$ cat src/rtl/demux1x2_reg_if.sv
// Bus bundle for the registered 1-to-2 demultiplexer.
// Handshake rule for every stream on this bus: a word moves on a rising
// edge where valid and ready are both high. A source holds its word and
// valid steady until that edge. Ready may depend on state and on S, but
// never on the valid of the same stream.
interface demux1x2_reg_if #(
    parameter int WIDTH = 8,
    parameter int CNT_W = 8
);
    logic [WIDTH-1:0] In;
    logic             S;
    logic             In_valid;
    logic             In_ready;
    logic [WIDTH-1:0] Y0;
    logic             Y0_valid;
    logic             Y0_ready;
    logic [WIDTH-1:0] Y1;
    logic             Y1_valid;
    logic             Y1_ready;
    logic [CNT_W-1:0] Cnt0;
    logic [CNT_W-1:0] Cnt1;

    // Producer/consumer side (drives In, S, In_valid and the output readies)
    modport master (
        output In, S, In_valid, Y0_ready, Y1_ready,
        input  In_ready, Y0, Y0_valid, Y1, Y1_valid, Cnt0, Cnt1
    );

    // Demux side
    modport slave (
        input  In, S, In_valid, Y0_ready, Y1_ready,
        output In_ready, Y0, Y0_valid, Y1, Y1_valid, Cnt0, Cnt1
    );
endinterface

$ cat src/rtl/demux1x2_reg.sv
// Registered 1-to-2 demultiplexer. Each output channel has its own holding
// register, so a stalled consumer only ever blocks words addressed to it.
// Per-channel state is EMPTY/FULL and is visible directly as Yk_valid.
module demux1x2_reg #(
    parameter int WIDTH = 8,
    parameter int CNT_W = 8
) (
    input  logic          clk,
    input  logic          rst_n,
    demux1x2_reg_if.slave bus
);
    typedef enum logic {
        EMPTY = 1'b0,
        FULL  = 1'b1
    } ch_state_t;

    ch_state_t        st0, st0_nxt;
    ch_state_t        st1, st1_nxt;
    logic [WIDTH-1:0] y0_q, y1_q;
    logic [CNT_W-1:0] cnt0_q, cnt1_q;
    logic             in_ready;
    logic             load0, load1;
    logic             drain0, drain1;

    // In_ready follows the selected channel only; held low during reset
    assign in_ready = rst_n & (bus.S ? ((st1 == EMPTY) | bus.Y1_ready)
                                     : ((st0 == EMPTY) | bus.Y0_ready));

    assign load0  = bus.In_valid & in_ready & ~bus.S;
    assign load1  = bus.In_valid & in_ready &  bus.S;
    assign drain0 = (st0 == FULL) & bus.Y0_ready;
    assign drain1 = (st1 == FULL) & bus.Y1_ready;

    // Next channel state: a load wins (FULL), a lone drain empties
    always_comb begin
        st0_nxt = st0;
        st1_nxt = st1;
        if (load0)       st0_nxt = FULL;
        else if (drain0) st0_nxt = EMPTY;
        if (load1)       st1_nxt = FULL;
        else if (drain1) st1_nxt = EMPTY;
    end

    // Channel state registers
    always_ff @(posedge clk or negedge rst_n) begin
        if (!rst_n) begin
            st0 <= EMPTY;
            st1 <= EMPTY;
        end else begin
            st0 <= st0_nxt;
            st1 <= st1_nxt;
        end
    end

    // Holding registers capture In only on a load; a drain leaves data as is
    always_ff @(posedge clk or negedge rst_n) begin
        if (!rst_n) begin
            y0_q <= '0;
            y1_q <= '0;
        end else begin
            if (load0) y0_q <= bus.In;
            if (load1) y1_q <= bus.In;
        end
    end

    // Completed output handshakes per channel, free-running wrap
    always_ff @(posedge clk or negedge rst_n) begin
        if (!rst_n) begin
            cnt0_q <= '0;
            cnt1_q <= '0;
        end else begin
            if (drain0) cnt0_q <= cnt0_q + 1'b1;
            if (drain1) cnt1_q <= cnt1_q + 1'b1;
        end
    end

    assign bus.In_ready = in_ready;
    assign bus.Y0       = y0_q;
    assign bus.Y1       = y1_q;
    assign bus.Y0_valid = (st0 == FULL);
    assign bus.Y1_valid = (st1 == FULL);
    assign bus.Cnt0     = cnt0_q;
    assign bus.Cnt1     = cnt1_q;
endmodule

$ cat src/flat_wrapper.sv
// flat-port wrapper written by rule: the top's interface ports become plain ports
module demux1x2_reg_flat 
#(
    parameter int WIDTH = 8,
    parameter int CNT_W = 8
)
  (clk, rst_n, bus_In, bus_S, bus_In_valid, bus_Y0_ready, bus_Y1_ready, bus_In_ready, bus_Y0, bus_Y0_valid, bus_Y1, bus_Y1_valid, bus_Cnt0, bus_Cnt1);
  demux1x2_reg_if #(.WIDTH(WIDTH), .CNT_W(CNT_W)) bus_i ();
  input  logic clk;
  input  logic rst_n;
  input wire logic [$bits(bus_i.In)-1:0] bus_In;
  input wire logic [$bits(bus_i.S)-1:0] bus_S;
  input wire logic [$bits(bus_i.In_valid)-1:0] bus_In_valid;
  input wire logic [$bits(bus_i.Y0_ready)-1:0] bus_Y0_ready;
  input wire logic [$bits(bus_i.Y1_ready)-1:0] bus_Y1_ready;
  output wire logic [$bits(bus_i.In_ready)-1:0] bus_In_ready;
  output wire logic [$bits(bus_i.Y0)-1:0] bus_Y0;
  output wire logic [$bits(bus_i.Y0_valid)-1:0] bus_Y0_valid;
  output wire logic [$bits(bus_i.Y1)-1:0] bus_Y1;
  output wire logic [$bits(bus_i.Y1_valid)-1:0] bus_Y1_valid;
  output wire logic [$bits(bus_i.Cnt0)-1:0] bus_Cnt0;
  output wire logic [$bits(bus_i.Cnt1)-1:0] bus_Cnt1;
  assign bus_i.In = bus_In;
  assign bus_i.S = bus_S;
  assign bus_i.In_valid = bus_In_valid;
  assign bus_i.Y0_ready = bus_Y0_ready;
  assign bus_i.Y1_ready = bus_Y1_ready;
  assign bus_In_ready = bus_i.In_ready;
  assign bus_Y0 = bus_i.Y0;
  assign bus_Y0_valid = bus_i.Y0_valid;
  assign bus_Y1 = bus_i.Y1;
  assign bus_Y1_valid = bus_i.Y1_valid;
  assign bus_Cnt0 = bus_i.Cnt0;
  assign bus_Cnt1 = bus_i.Cnt1;
  demux1x2_reg #(.WIDTH(WIDTH), .CNT_W(CNT_W)) u_core (.clk(clk), .rst_n(rst_n), .bus(bus_i));
endmodule
$ cat config.mk
export PLATFORM = sky130hd
export DESIGN_NAME = demux1x2_reg_flat
export DESIGN_NICKNAME = d
export VERILOG_FILES = /design/src/rtl/demux1x2_reg_if.sv /design/src/rtl/demux1x2_reg.sv /design/src/flat_wrapper.sv
export SDC_FILE = /design/constraint.sdc
export NUM_CORES = 1
export LEC_CHECK = 0
export ABC_AREA = 1
export ABC_CLOCK_PERIOD_IN_PS = 1100
export BUFFER_PORTS_ARGS = -buffer_cell sky130_fd_sc_hd__clkbuf_2
export CAP_MARGIN = 20
export CORE_MARGIN = 2
export CORE_UTILIZATION = 42
export CTS_CLUSTER_SIZE = 24
export DETAILED_ROUTE_END_ITERATION = 10
export PLACE_DENSITY = 0.7
export SLEW_MARGIN = 10
export SYNTH_ARGS = -nofsm -noshare
export SYNTH_HDL_FRONTEND = slang
export SYNTH_SLANG_ARGS = --single-unit
$ cat constraint.sdc
create_clock -name clk -period 1.1 [get_ports clk]
set_clock_uncertainty 0.1 [all_clocks]
set_input_delay 0.22 -clock clk [delete_from_list [all_inputs] [get_ports clk]]
set_output_delay 0.22 -clock clk [all_outputs]
set_load 0.01 [all_outputs]
### After elaboration in Yosys (flattened, before gate mapping)

Index checks and enable logic that the tools add are counted.

* register bits: 34
* input port bits: 14
* output and inout bits: 35
* logic and storage cells: 26

* $add $sub $neg: 2
* mux-type cells: 5
* bitwise logic cells: 11
* reductions and logical operators: 2

Operator list (number)
* $add 8x1->8 const B: 2
* $and 1x1->1: 6
* $mux 1: 5
* $reduce_bool 2->1: 2
* $not 1->1: 3
* $or 1x1->1: 2

### Logic depth before layout (Yosys ltp)

Gate-level depths: netlist (run 1).

* word-level depth: 7
* gate-level depth with buffers: 8

### Least setup slack after synthesis (run 1)

Ideal clock, no wire load.

* path type: reg2reg
* start: reg u_core.st1, in the netlist u_core.bus.Y1_valid
* end: reg u_core.y0_q[0], in the netlist u_core.bus.Y0[0]
* data arrival time: 0.998 ns
* required time: 0.883 ns
* slack: -0.115 ns
* cell stages (with the launch flop): 7
* buffers on the path: 0
* clock period less this slack: 1.215 ns
* cell sequence: dfrtp_1 -> nand3_1 -> nand2_2 -> nor2_8 -> nand3_4 -> nand2_1 -> nand2_1

* word-level cells in the longest chain between the ends: 6

RTL lines
* from (decl): line demux1x2_reg.sv:18 `ch_state_t st1, st1_nxt;`
* from (signal assigned): line demux1x2_reg.sv:51 `st1 <= st1_nxt;`
* $not 1->1: line demux1x2_reg.sv:26 `assign in_ready = rst_n & (bus.S ? ((st1 == EMPTY) | bus.Y1_ready)`
* $or 1x1->1: line demux1x2_reg.sv:26
* $mux 1: line demux1x2_reg.sv:26
* $and 1x1->1: line demux1x2_reg.sv:26
* via bus_In_ready: line flat_wrapper.sv:16 `output wire logic [$bits(bus_i.In_ready)-1:0] bus_In_ready;`
* $and 1x1->1 (2 in series): line demux1x2_reg.sv:29 `assign load0 = bus.In_valid & in_ready & ~bus.S;`
* to (signal assigned): line demux1x2_reg.sv:61 `if (load0) y0_q <= bus.In;`
* to (decl): line demux1x2_reg.sv:19 `logic [WIDTH-1:0] y0_q, y1_q;`

The timed path passes the listed nets, and every way through them passes these cells.
A chain may end at the register's enable or synchronous reset.

### Worst setup path in the final report (run 1)

* start: reg u_core.st1, in the netlist u_core.bus.Y1_valid
* end: out bus_Y1_valid

RTL lines
* to (decl): line flat_wrapper.sv:20 `output wire logic [$bits(bus_i.Y1_valid)-1:0] bus_Y1_valid;`

No word-level cell between the ends.

==> run summary, run 1 <==
The flow ran to the end, but the final reports show violations. The first TritonRoute pass finished after 4 iterations. Number of synthesized register bits: 34. The HPWL after detailed placement came out at 2.54 mm. The count of nets left with antenna violations once routing finished came out at 0.

The final layout contains routed wiring with a total length of 4.33 mm. The die width is 64.8 µm. The worst register-to-register path ends at u_core.bus.Cnt0[4]. The worst path in the final design needs a cycle of 1400 ps, including I/O delays and setup. The count of distinct cell types in the synthesized netlist came out at 22. Synthesis produced 163 cells. The number of port buffers was 48; the maximum buffer depth of the clock tree was 2. The register-to-register setup slack came out at -250 ps. Dominant synthesized flop cell: dfrtp_1. The share of synthesized registers carrying an async set or reset was 100%; the fraction of the yosys area taken by sequential cells was 54.8%. The first-iteration detailed-routing DRC count was 58.

The aggregate global-route resource usage came out at 20.4%. In the synthesized netlist, the cells that appear most often are nand2_1, dfrtp_1, inv_1. For the global-route congestion overflow total, the log shows 0.

The fraction of layout instances using a drive strength above 1 is 53.6%, and the total die area is 0.00420 mm². The tools report the final count of pins violating max slew as 0. TritonCTS built the clock tree. The run gives 0.00343 W as the internal portion of total power.

The min-delay analysis places its worst path in the category in -> async. At the end of the flow, the number of nets in the layout was 290. Dividing the detail-routed via count by the number of cells gives 4.63. The final reports fail on setup timing. The routed layout has 1492 vias. By instance count, the leading cell after synthesis is nand2_1. The congestion estimate from routability-driven global placement came to 0.703. Count of final hold-check violations: 0. The number of nets in the synthesized netlist is 179.

The number of top-level pins was 49; the mean cell area of the mapped netlist was 9.53 µm². The complex-gate fraction of the synthesized area works out to 2.58%. By startpoint and endpoint, the worst setup path is classified as reg -> out. For the pin with the worst max-slew slack, the measured transition is 317 ps.

The share of the cycle needed by the critical path after routing is 128%. The tree built by TritonCTS fans out to 34 sinks. Prior to clock tree synthesis, the placed netlist has a worst setup slack of -155 ps.

The share of total power dissipated in sequential elements is 35.2%. The final worst slack is -303 ps, and the final cell count without fillers is 322. Largest area contributor in the synthesized netlist: dfrtp_1. At the worst endpoint, the required time is 780 ps. For the met2 routed wirelength, the log shows 2.28 mm. The total area inside the core boundary comes to 0.00361 mm². The simple-gate area share of the yosys netlist was 27.2%. The effective utilization at floorplan came out at 43.1%. After detailed routing, the average wire length per cell comes to 13.5 µm. Clock tree synthesis inserted a total of 5 buffers.

The parity-gate share of the synthesized area counting xor and xnor cells was 5.64%; the switching power share of the total was 33.5%. The kind of end point of the critical path is a primary output. The logs give 1080 ps for the data arrival time of the critical path and 47.9% for the logic gate share of total power. The pin count of the biggest net entering global routing is 24. Measured in cells, the most critical reg-to-reg path has a length of 6.

The area growth from synthesis to layout is 70.4%. The die extent in y was 64.8 µm; the highest achievable clock rate was 0.713 GHz. Summed over its instances, the top area cell type makes up 54.8% of the synthesized netlist area. Max-cap violations in this run came to 0. The power density over cell area works out to 1950 mW/mm².

The clock tree synthesis step divided the H-tree into 2 levels. Setup repair after global routing could not meet its margin everywhere. The tools report the number of design rule violations left after detail routing as 0.

Combinational family with the most area after synthesis: simple AND/OR/NAND/NOR gates. Signal routing reaches up to met4. The number of global-route vias before repair was 1405. Final hold analysis gives a worst-case slack of 29.0 ps. The first global-routing pass estimated 6.38 mm of wire. For the warning count from the yosys run, the log shows 0. The number of antenna violations at the first check in global routing was 0; the post-route met1 wirelength was 1.73 mm. The tree is rooted in a clkbuf_8. The initialized floorplan defines 22 standard-cell rows. Setup violations remaining at the end of the flow were counted as 65.

Start of the worst register-to-register path: u_core.bus.Y0_valid. The tools report the highest ir drop seen on vdd as 0.000931 V. For this design the total switching power over the nets is 0.00173 W.

The number of flops mapped to enable cells by yosys is 0, and the highest fanout seen on the critical path is 3. The kind of launch point of the worst setup path is a flop. The wire length on met3 was 214 µm. After clock tree synthesis, the clock-pin slew on the worst setup and hold paths is 70 ps. The mux contribution to synthesized area came out at 0.725%. The synthesized netlist devotes 1.61% of its cell area to adder and majority cells. By area the synthesized netlist is led by dfrtp_1, nand2_1, inv_1. The antenna diode instance count is 0, and the total placed cells including tap cells is 279. The synthesized netlist occupies a cell area of 0.00155 mm². Measured against its own limit, the worst slew margin works out to 78.9%. At the later pin of the worst-skew pair, clock insertion delay measures 280 ps. The clock share of power is 16.9%. For this design the static power due to leakage is 1.45 nW.
[power groups by stage]
stage	logic (W)	registers, W	clock network, W
global placement	0.00139	0.00180	0
finish	0.00247	0.00182	0.000872
global route	0.00267	0.00185	0.000942
CTS	0.00196	0.00179	0.000884
detailed placement	0.00143	0.00180	0
floorplan	0.000494	0.00196	0
[through the flow]
stage | instance area, µm² | TNS [ps] | utilization (%) | power [W]
detailed placement | 2020 | -2680 | 55.9 | 0.00323
global route | 2650 | -9740 | 73.4 | 0.00546
floorplan | 1560 | -2040 | - | 0.00245
global placement | 2020 | -1870 | 55.9 | 0.00319
CTS | 2450 | -6370 | 67.9 | 0.00463
finish | 2650 | -6940 | 73.4 | 0.00516
[registers in the layout (all words and copies together), names as in the netlist]
signal / flops
u_core.bus.Y0_valid: 1
u_core.bus.Y0: 8
u_core.bus.Y1_valid: 1
u_core.bus.Y1: 8
u_core.bus.Cnt0: 8
u_core.bus.Cnt1: 8
[timing repair]
action                                  4_1_cts  5_1_grt
hold endpoints to repair                     23        0
hold buffers                                  1        0
buffers inserted                             24       10
cloned                                        2        0
endpoints found under the setup margin       64       68
gates resized for setup                      30       39
pin swaps                                    12       12
[cells in the final DEF, fill, tap and decap left out, types with 2 or more instances in the layout]
cell       n
dfrtp_1   33
clkbuf_2  37
nor2_4     4
xor2_1     6
xnor2_1    3
o21ai_1    6
nand2_4    5
nand2_1   43
buf_6     27
clkbuf_8   5
nand2_2    9
nand3_4    2
buf_4     38
nand3_1    3
o21ai_2    2
nand4_1   10
nand4_4    3
inv_2      2
inv_1     20
nor3_4     2
[worst max-delay path by stage]
stage | start | endpoint | depth (start not counted)
floorplan | u_core.bus.Y1_valid | u_core.bus.Y0[0] | 6
global route | u_core.bus.Y0_valid | bus_In_ready | 4
CTS | u_core.bus.Y1_valid | bus_In_ready | 4
global placement | u_core.bus.Y0_valid | u_core.bus.Y0[1] | 6
detailed placement | u_core.bus.Y0_valid | u_core.bus.Y0[4] | 6
finish | u_core.bus.Y1_valid | bus_Y1_valid | 3
[per-layer routing]
| layer | vias up | track usage [%] |
|---|---|---|
| met5 | - | 0 |
| met4 | 0 | 5.59 |
| met3 | 8 | 5.73 |
| met2 | 48 | 37.0 |
| met1 | 701 | 23.4 |
| li1 | 735 | - |
[kinds of logic (layout without fill, tap and decap cells)]
kind of cell | count (synthesis) | after routing
AOI/OAI and AO/OA | 8 | 8
xor gates and xnor gates | 10 | 10
adders and majority gates | 2 | 2
buffers and inverters | 26 | 135
DFF | 34 | 34
muxes | 1 | 1
and+or+nand+nor | 82 | 84
[worst max-delay path: stages (launching register included)]
cell and delay (ps):
dfrtp_1 390, buf_4 160, buf_4 130, clkbuf_2 120
[cell type report]
type,instances,area (µm²)
fillers,259,958
flip-flops and latches,34,852
repair buffers,104,790
multi-input cells,105,759
inverters,24,106
clock buffers,6,72.6
well taps,48,60.1
clock inverters,1,7.51
Power figures use the tool's default switching activity.
==> inputs of run 2 (changes only) <==
--- a/config.mk
+++ b/config.mk
@@ -5,15 +5,16 @@
 export SDC_FILE = /design/constraint.sdc
 export NUM_CORES = 1
 export LEC_CHECK = 0
-export ABC_AREA = 1
 export ABC_CLOCK_PERIOD_IN_PS = 1100
 export BUFFER_PORTS_ARGS = -buffer_cell sky130_fd_sc_hd__clkbuf_2
 export CAP_MARGIN = 20
+export CELL_PAD_IN_SITES_DETAIL_PLACEMENT = 0
+export CELL_PAD_IN_SITES_GLOBAL_PLACEMENT = 1
 export CORE_MARGIN = 2
-export CORE_UTILIZATION = 42
+export CORE_UTILIZATION = 34
 export CTS_CLUSTER_SIZE = 24
 export DETAILED_ROUTE_END_ITERATION = 10
-export PLACE_DENSITY = 0.7
+export PLACE_DENSITY_LB_ADDON = 0.1
 export SLEW_MARGIN = 10
 export SYNTH_ARGS = -nofsm -noshare
 export SYNTH_HDL_FRONTEND = slang
==> run 2 against run 1 <==
  * The run still ends with setup timing left
  * Critical path type unchanged
  * Wire length fell by 15%
  * Largest cell class unchanged
  * Die area increased by 11%
  * Non-clock buffer count fell by 1
==> run summary, run 2 <==
Mean cell area of the mapped netlist: 14.1 µm² (+48%). The power density over cell area was 1990 mW/mm² (+2.3%). The checks that failed: setup timing. After synthesis, the most frequently instantiated cells are dfrtp_1, mux2_2, xnor2_1. The multi-input logic area is 654 µm² (-14%). In the layout the commonest cells are buf_6, buf_4, clkbuf_2, dfrtp_1, mux2_4.

For the highest achievable clock rate, the log shows 0.690 GHz (-3.2%). Yosys attributes the largest share of cell area to dfrtp_1, mux2_2, xnor2_1. Wire length of the first global-routing pass: 5.63 mm (-12%).

The minimum clock period works out to 1450 ps (+46.6 ps). The area of all sequential standard cells is 853 µm² (+0.15%), and the layout filler cell count is 325 (+25%). TritonCTS built the clock tree. The clock transition at the registers of the reported paths is 70 ps (about the same), and the area overhead of the layout relative to synthesis is 78.6%.

Maximum buffer depth of the clock tree: 2 (unchanged). The tools report the number of design rule violations left after detail routing as 0 (unchanged). The tools report the root buffer selected by CTS as clkbuf_8. Effective utilization at floorplan: 35.3% (-7.8 points).

The logs give 0 (unchanged) for the max-cap violation count and 0.00397 mm² (+10%) for the core outline area. Kind of end point of the critical path: a primary output. The clock latency on the worst-skew pair came out at 290 ps (about the same).

The total via count in the routed design came out at 1158 (-22%). The logs give 0 (unchanged) for the antenna diode instance count and 0 (unchanged) for the global-route congestion overflow total. The share of synthesized registers carrying an async set or reset came out at 100% (unchanged). The run gives 2.30 mm (-9.5%) as the HPWL after detailed placement. Reported leakage power: 1.30 nW (-10%). The run gives 17.0% (-3.4 points) as the aggregate global-route resource usage.

The average via count per standard cell is 4.51 (-2.8%). For the number of sinks driven by the clock tree, the log shows 34 (unchanged). The routability-driven placement congestion ratio came out at 0.762 (+8.4%). The number of top-level pins is 49 (unchanged), and the post-route setup TNS is -7550 ps (-613 ps). The average routed wire per standard cell is 14.4 µm (+6.6%), and the total number of nets in the final design is 222 (-23%).

The class of the tightest hold or removal check was in -> reg. The fraction of layout instances using a drive strength above 1 is 67.1% (+14 points), and the netlist area before placement is 0.00140 mm² (-9.9%). The total die area came out at 0.00465 mm² (+11%). The count of final hold-check violations came out at 0 (unchanged). The TritonCTS buffer count is 5 (unchanged), and the final count of pins violating max slew is 0 (unchanged).

Number of instances in the synthesized netlist: 99 (-39%). The slew at the pin closest to its max-slew limit works out to 358 ps (+41.1 ps). The net count after synthesis was 115 (-36%); the number of synthesized register bits was 34 (unchanged).

The tools report the number of rows in the core area as 23 (+4.5%). Number of routed nets with antenna violations: 0 (unchanged). For the total power of the final layout, the log shows 0.00499 W (-3.3%). The count of final setup violators was 62 (-4.6%); the worst endpoint required time was 780 ps (about the same).

The critical path class was reg -> out. The highest ir drop seen on vdd is 0.000848 V (-8.9%). The highest fanout seen on the critical path is 2 (-1). The count of distinct cell types in the synthesized netlist is 19 (-14%).

The tightest slew margin relative to the limit was 76.1% (-2.7 points). Among all cell types in the netlist, the one instantiated most often is dfrtp_1. The final worst slack is -350 ps (-46.6 ps). The first-pass iteration count of the detailed router was 3 (-1). The die width was 68.2 µm (+5.2%).

Setup repair after global routing could not meet its margin everywhere. The number of port buffers is 48 (unchanged). The tools report the kind of launch point of the worst setup path as a flop. The fraction of the yosys area taken by sequential cells is 60.8% (+6.0 points), and the share of the cycle needed by the critical path after routing is 132% (+4.2 points).

The H-tree level count was 2 (unchanged); the die extent in y was 68.2 µm (+5.2%). The run gives 63.0% (-10 points) as the post-layout utilization of the core. The pin count of the biggest net entering global routing is 28 (+17%), and the number of global-route vias before repair is 1213 (-14%). The tools report the data arrival time of the critical path as 1130 ps (+50 ps). The number of flops mapped to enable cells by yosys works out to 0 (unchanged).

The number of antenna violations at the first check in global routing came out at 0 (unchanged). The warning count from the yosys run was 0 (unchanged). The tools report the first-iteration detailed-routing DRC count as 49 (-16%). The dominant synthesized flop cell is dfrtp_1. The flow ran to the end, but the final reports show violations. The largest area contributor in the synthesized netlist is dfrtp_1.

The run gives 3.69 mm (-15%) as the sum of routed wire length over all layers. The top cell type's share of synthesized area came out at 60.8% (+6.0 points).
-- run 2: cells by family after synthesis --
logic type,Yosys count,share of synthesized area [%]
AO/OA/AOI/OAI,1,0.357
XOR/XNOR,14,8.76
adder cells (fa/ha/maj),2,1.79
buffers and inverters,3,1.25
flip-flops,34,60.8
multiplexers,19,15.2
AND/OR/NAND/NOR,26,11.9
-- run 2: metrics by stage --
stage                     setup slack, ps  instances  cell area, µm²  hold WS, ps
after global routing                 -429        257            2500         71.1
after CTS                            -386        248            2280         69.7
after detailed placement             -298        217            1900         97.8
after global placement               -286        217            1900         98.2
final                                -350        257            2500         81.6
after floorplan                      -322         99            1450         -176
-- run 2: final timing paths --
kind	from	end	slack, ps	cells past startpoint
worst max-delay path	u_core.bus.Y1_valid	bus_In_ready	-350	5
worst min-delay path	bus_In[5]	u_core.bus.Y1[5]	80	2
worst max register to register	u_core.bus.Y0_valid	u_core.bus.Y0[1]	-290	4
worst min register to register	u_core.bus.Y0[4]	u_core.bus.Y0[4]	420	1
max in group asynchronous	rst_n	u_core.bus.Cnt1[1]	190	3
min in group asynchronous	rst_n	u_core.bus.Y0[6]	420	3
-- run 2: repair_timing --
action,CTS,global route
hold buffers,2,0
buffers inserted,21,11
resized for setup,30,47
pin swaps,7,13
setup endpoints to repair,67,67
endpoints found under the hold margin,34,0
-- run 2: area by class of cell --
cell class	count	share of cell area [%]
Clock inverter	1	0.200
Tap cell	50	2.50
Multi-Input combinational cell	62	26.2
Clock buffer	7	3.45
Timing Repair Buffer	103	33.6
Sequential cell	34	34.1
-- run 2: per-layer routing --
layer  GRT usage, %  wire, µm
met1           18.0      1370
met2           29.9      1980
met3           6.91       253
met4           6.75        82
met5              0         0
-- run 2: worst max-delay path, stage by stage, from the launching register on --
cell and delay [ps]:
dfrtp_1 370, nand2b_1 80, buf_4 110, mux2i_1 60, nor2b_1 100, buf_2 130
-- run 2: power breakdown --
part	internal, W	switching [W]
Sequential	0.00154	0.000243
Combinational	0.00147	0.000788
Clock	0.000505	0.000440
==> inputs of run 3 (changes only) <==
--- a/config.mk
+++ b/config.mk
@@ -10,11 +10,11 @@
 export CAP_MARGIN = 20
 export CELL_PAD_IN_SITES_DETAIL_PLACEMENT = 0
 export CELL_PAD_IN_SITES_GLOBAL_PLACEMENT = 1
-export CORE_MARGIN = 2
+export CORE_MARGIN = 5
 export CORE_UTILIZATION = 34
 export CTS_CLUSTER_SIZE = 24
 export DETAILED_ROUTE_END_ITERATION = 10
-export PLACE_DENSITY_LB_ADDON = 0.1
+export PLACE_DENSITY = 0.82
 export SLEW_MARGIN = 10
 export SYNTH_ARGS = -nofsm -noshare
 export SYNTH_HDL_FRONTEND = slang
==> run 3 against run 2 <==
  * The flow finishes with violations (hold timing, setup timing)
  * Combinational power about the same
  * Sequential power decreased by 2%
  * Register-to-register slack about the same
  * Final area down 0.85%
  * Global-route usage down 3.3 points
  * Setup slack better by 41 ps
  * Clock power down 6.3%
  * Via count is 1.1% higher
  * Fmax rose by 2.9%
  * Flip-flop and latch count is the same
  * Highest routed layer unchanged
==> run summary, run 3 (synthesized netlist as in run 2, its figures left out) <==
The tools report the number of sinks driven by the clock tree as 34 (unchanged). The highest fanout seen on the critical path is 3 (+1), and the placed instance area is 0.00188 mm² (-1.2%). The tools report the HPWL after detailed placement as 2.40 mm (+4.6%). The run gives 24.1% (-5.7 points) as the met2 routing resource usage after global routing. The tools report the maximum buffer depth of the clock tree as 2 (unchanged).

The class of the tightest hold or removal check is in -> async. The tools report the data arrival time of the critical path as 1090 ps (-40 ps). For the routability-driven placement congestion ratio, the log shows 0.744 (-2.4%). The clock latency on the worst-skew pair was 270 ps (-20 ps); the number of top-level pins was 49 (unchanged). For the tightest slew margin relative to the limit, the log shows 83.7% (+7.6 points). The global-route congestion overflow total was 0 (unchanged); the met3 layer usage reported by global route was 3.92% (-3.0 points).

The highest ir drop seen on vdd is 0.00101 V (+20%). The number of global-route vias before repair is 1260 (+3.9%). The flow ran to the end, but the final reports show violations. Worst setup timing slack at the placement stage: -289 ps (+8.71 ps). For the total via count in the routed design, the log shows 1171 (+1.1%).

The average via count per standard cell works out to 4.61 (+2.3%). The area of all placed cells without fillers was 0.00248 mm² (-0.85%). Effective utilization at floorplan: 35.0% (-0.25 points). The kind of launch point of the worst setup path is a flop.

The number of rows in the core area is 23 (unchanged). The slew at the pin closest to its max-slew limit was 245 ps (-113 ps); the pin count of the biggest net entering global routing was 20 (-29%). The run gives 321 (-1.2%) as the layout filler cell count. The clock transition at the registers of the reported paths was 70 ps (about the same). Setup repair after global routing could not meet its margin everywhere. The final worst slack was -309 ps (+40.9 ps); the die width was 74.2 µm (+8.8%). The die extent in y was 74.2 µm (+8.8%). The first-pass iteration count of the detailed router is 4 (+1), and the minimum clock period is 1410 ps (-40.9 ps). The count of final hold-check violations is 34 (+34), and the power density over cell area is 1980 mW/mm² (-0.90%).

The worst setup path is captured at a primary output. For the number of antenna violations at the first check in global routing, the log shows 0 (unchanged). The final cell count without fillers was 254 (-1.2%); the TritonCTS buffer count was 5 (unchanged). Count of final setup violators: 64 (+3.2%). The run gives 0 (unchanged) as the antenna diode instance count. The global routing stage identified its most utilized layer as met2. The max-cap violation count is 0 (unchanged).

The tightest hold margin is -165 ps (-246 ps). The number of port buffers works out to 48 (unchanged). The first-iteration detailed-routing DRC count came out at 46 (-6.1%). TritonCTS built the clock tree.

Relative to the synthesized area, the layout overhead comes to 77.1%. The tools report the worst endpoint required time as 780 ps (about the same). The aggregate global-route resource usage was 13.7% (-3.3 points).

The global routing usage on met1 is 15.5% (-2.5 points), and the number of design rule violations left after detail routing is 0 (unchanged). The H-tree level count is 2 (unchanged). The average routed wire per standard cell was 14.2 µm (-0.88%). The library cell used most frequently in the layout, excluding fill and tap cells, is buf_4. The logs give 214 (-1.4%) for the total placed cells including tap cells and 0.00550 mm² (+18%) for the total die area. In this run the clock root is driven by a clkbuf_8.

The critical path class was reg -> out. The reported leakage power was 1.31 nW (+1.3%); the share of the cycle needed by the critical path after routing was 128% (-3.7 points). The top cell types in the final layout, fill and taps aside, are buf_4, clkbuf_2, dfrtp_1, buf_6, mux2_4. The core outline area came out at 0.00400 mm² (+0.72%). The final reports fail on hold timing, setup timing.

The logs give 0.710 GHz (+2.9%) for the highest achievable clock rate and 5.62 mm (-0.25%) for the wire length of the first global-routing pass. The logs give 0 (unchanged) for the final count of pins violating max slew and 221 (-0.45%) for the total number of nets in the final design. The fraction of layout instances using a drive strength above 1 is 67.2% (about the same). The sum of routed wire length over all layers is 3.61 mm (-2.0%).

The number of routed nets with antenna violations came out at 0 (unchanged).
-- run 3: cell type report --
class	instances	area [µm²]	share of cell area, %
Multi-Input combinational cell	62	651	26.2
Tap cell	50	62.6	2.52
Clock buffer	6	82.6	3.33
Timing Repair Buffer	102	833	33.6
Sequential cell	34	851	34.3
-- run 3: where the power goes --
part           switching, W  internal, W
sequential         0.000208      0.00154
combinational      0.000809      0.00146
clock              0.000403     0.000482
-- run 3: final timing paths --
path | from | endpoint | slack [ps] | cells past startpoint
worst max-delay path | u_core.bus.Y1_valid | bus_In_ready | -310 | 4
worst min-delay path | rst_n | u_core.bus.Cnt1[1] | -160 | 2
worst max register to register | u_core.bus.Y0_valid | u_core.bus.Y0[3] | -290 | 4
worst min register to register | u_core.bus.Y0[7] | u_core.bus.Y0[7] | 420 | 1
max in group asynchronous | rst_n | u_core.bus.Y1[6] | 840 | 2
min in group clk | bus_In[5] | u_core.bus.Y1[5] | 90 | 2
-- run 3: per-layer routing --
metal  vias to the layer above  share of wire (%)
met3                         5                5.0
met4                         0                1.3
li1                        555                  -
met5                         -                  0
met2                        31                 56
met1                       580                 38
-- run 3: what timing repair did --
action | 4_1_cts | 5_1_grt
hold endpoints to repair | 34 | 34
pin swaps | 13 | 1
setup buffers | 21 | 13
endpoints found under the setup margin | 67 | 67
resized for setup | 39 | 30
-- run 3: worst max-delay path: stages, from the launching register on --
cell	delay (ps)
dfrtp_1	370
nand2b_1	110
mux2i_1	80
nor2b_1	110
buf_2	140
-- run 3: per-stage QoR --
step	TNS [ps]	util, %	power, W
6_report	-7970	62.0	0.00490
5_1_grt	-10690	62.0	0.00513
4_1_cts	-8510	57.3	0.00460
3_5_place_dp	-6800	47.0	0.00308
3_3_place_gp	-6150	47.0	0.00301
2_1_floorplan	-5000	-	0.00235
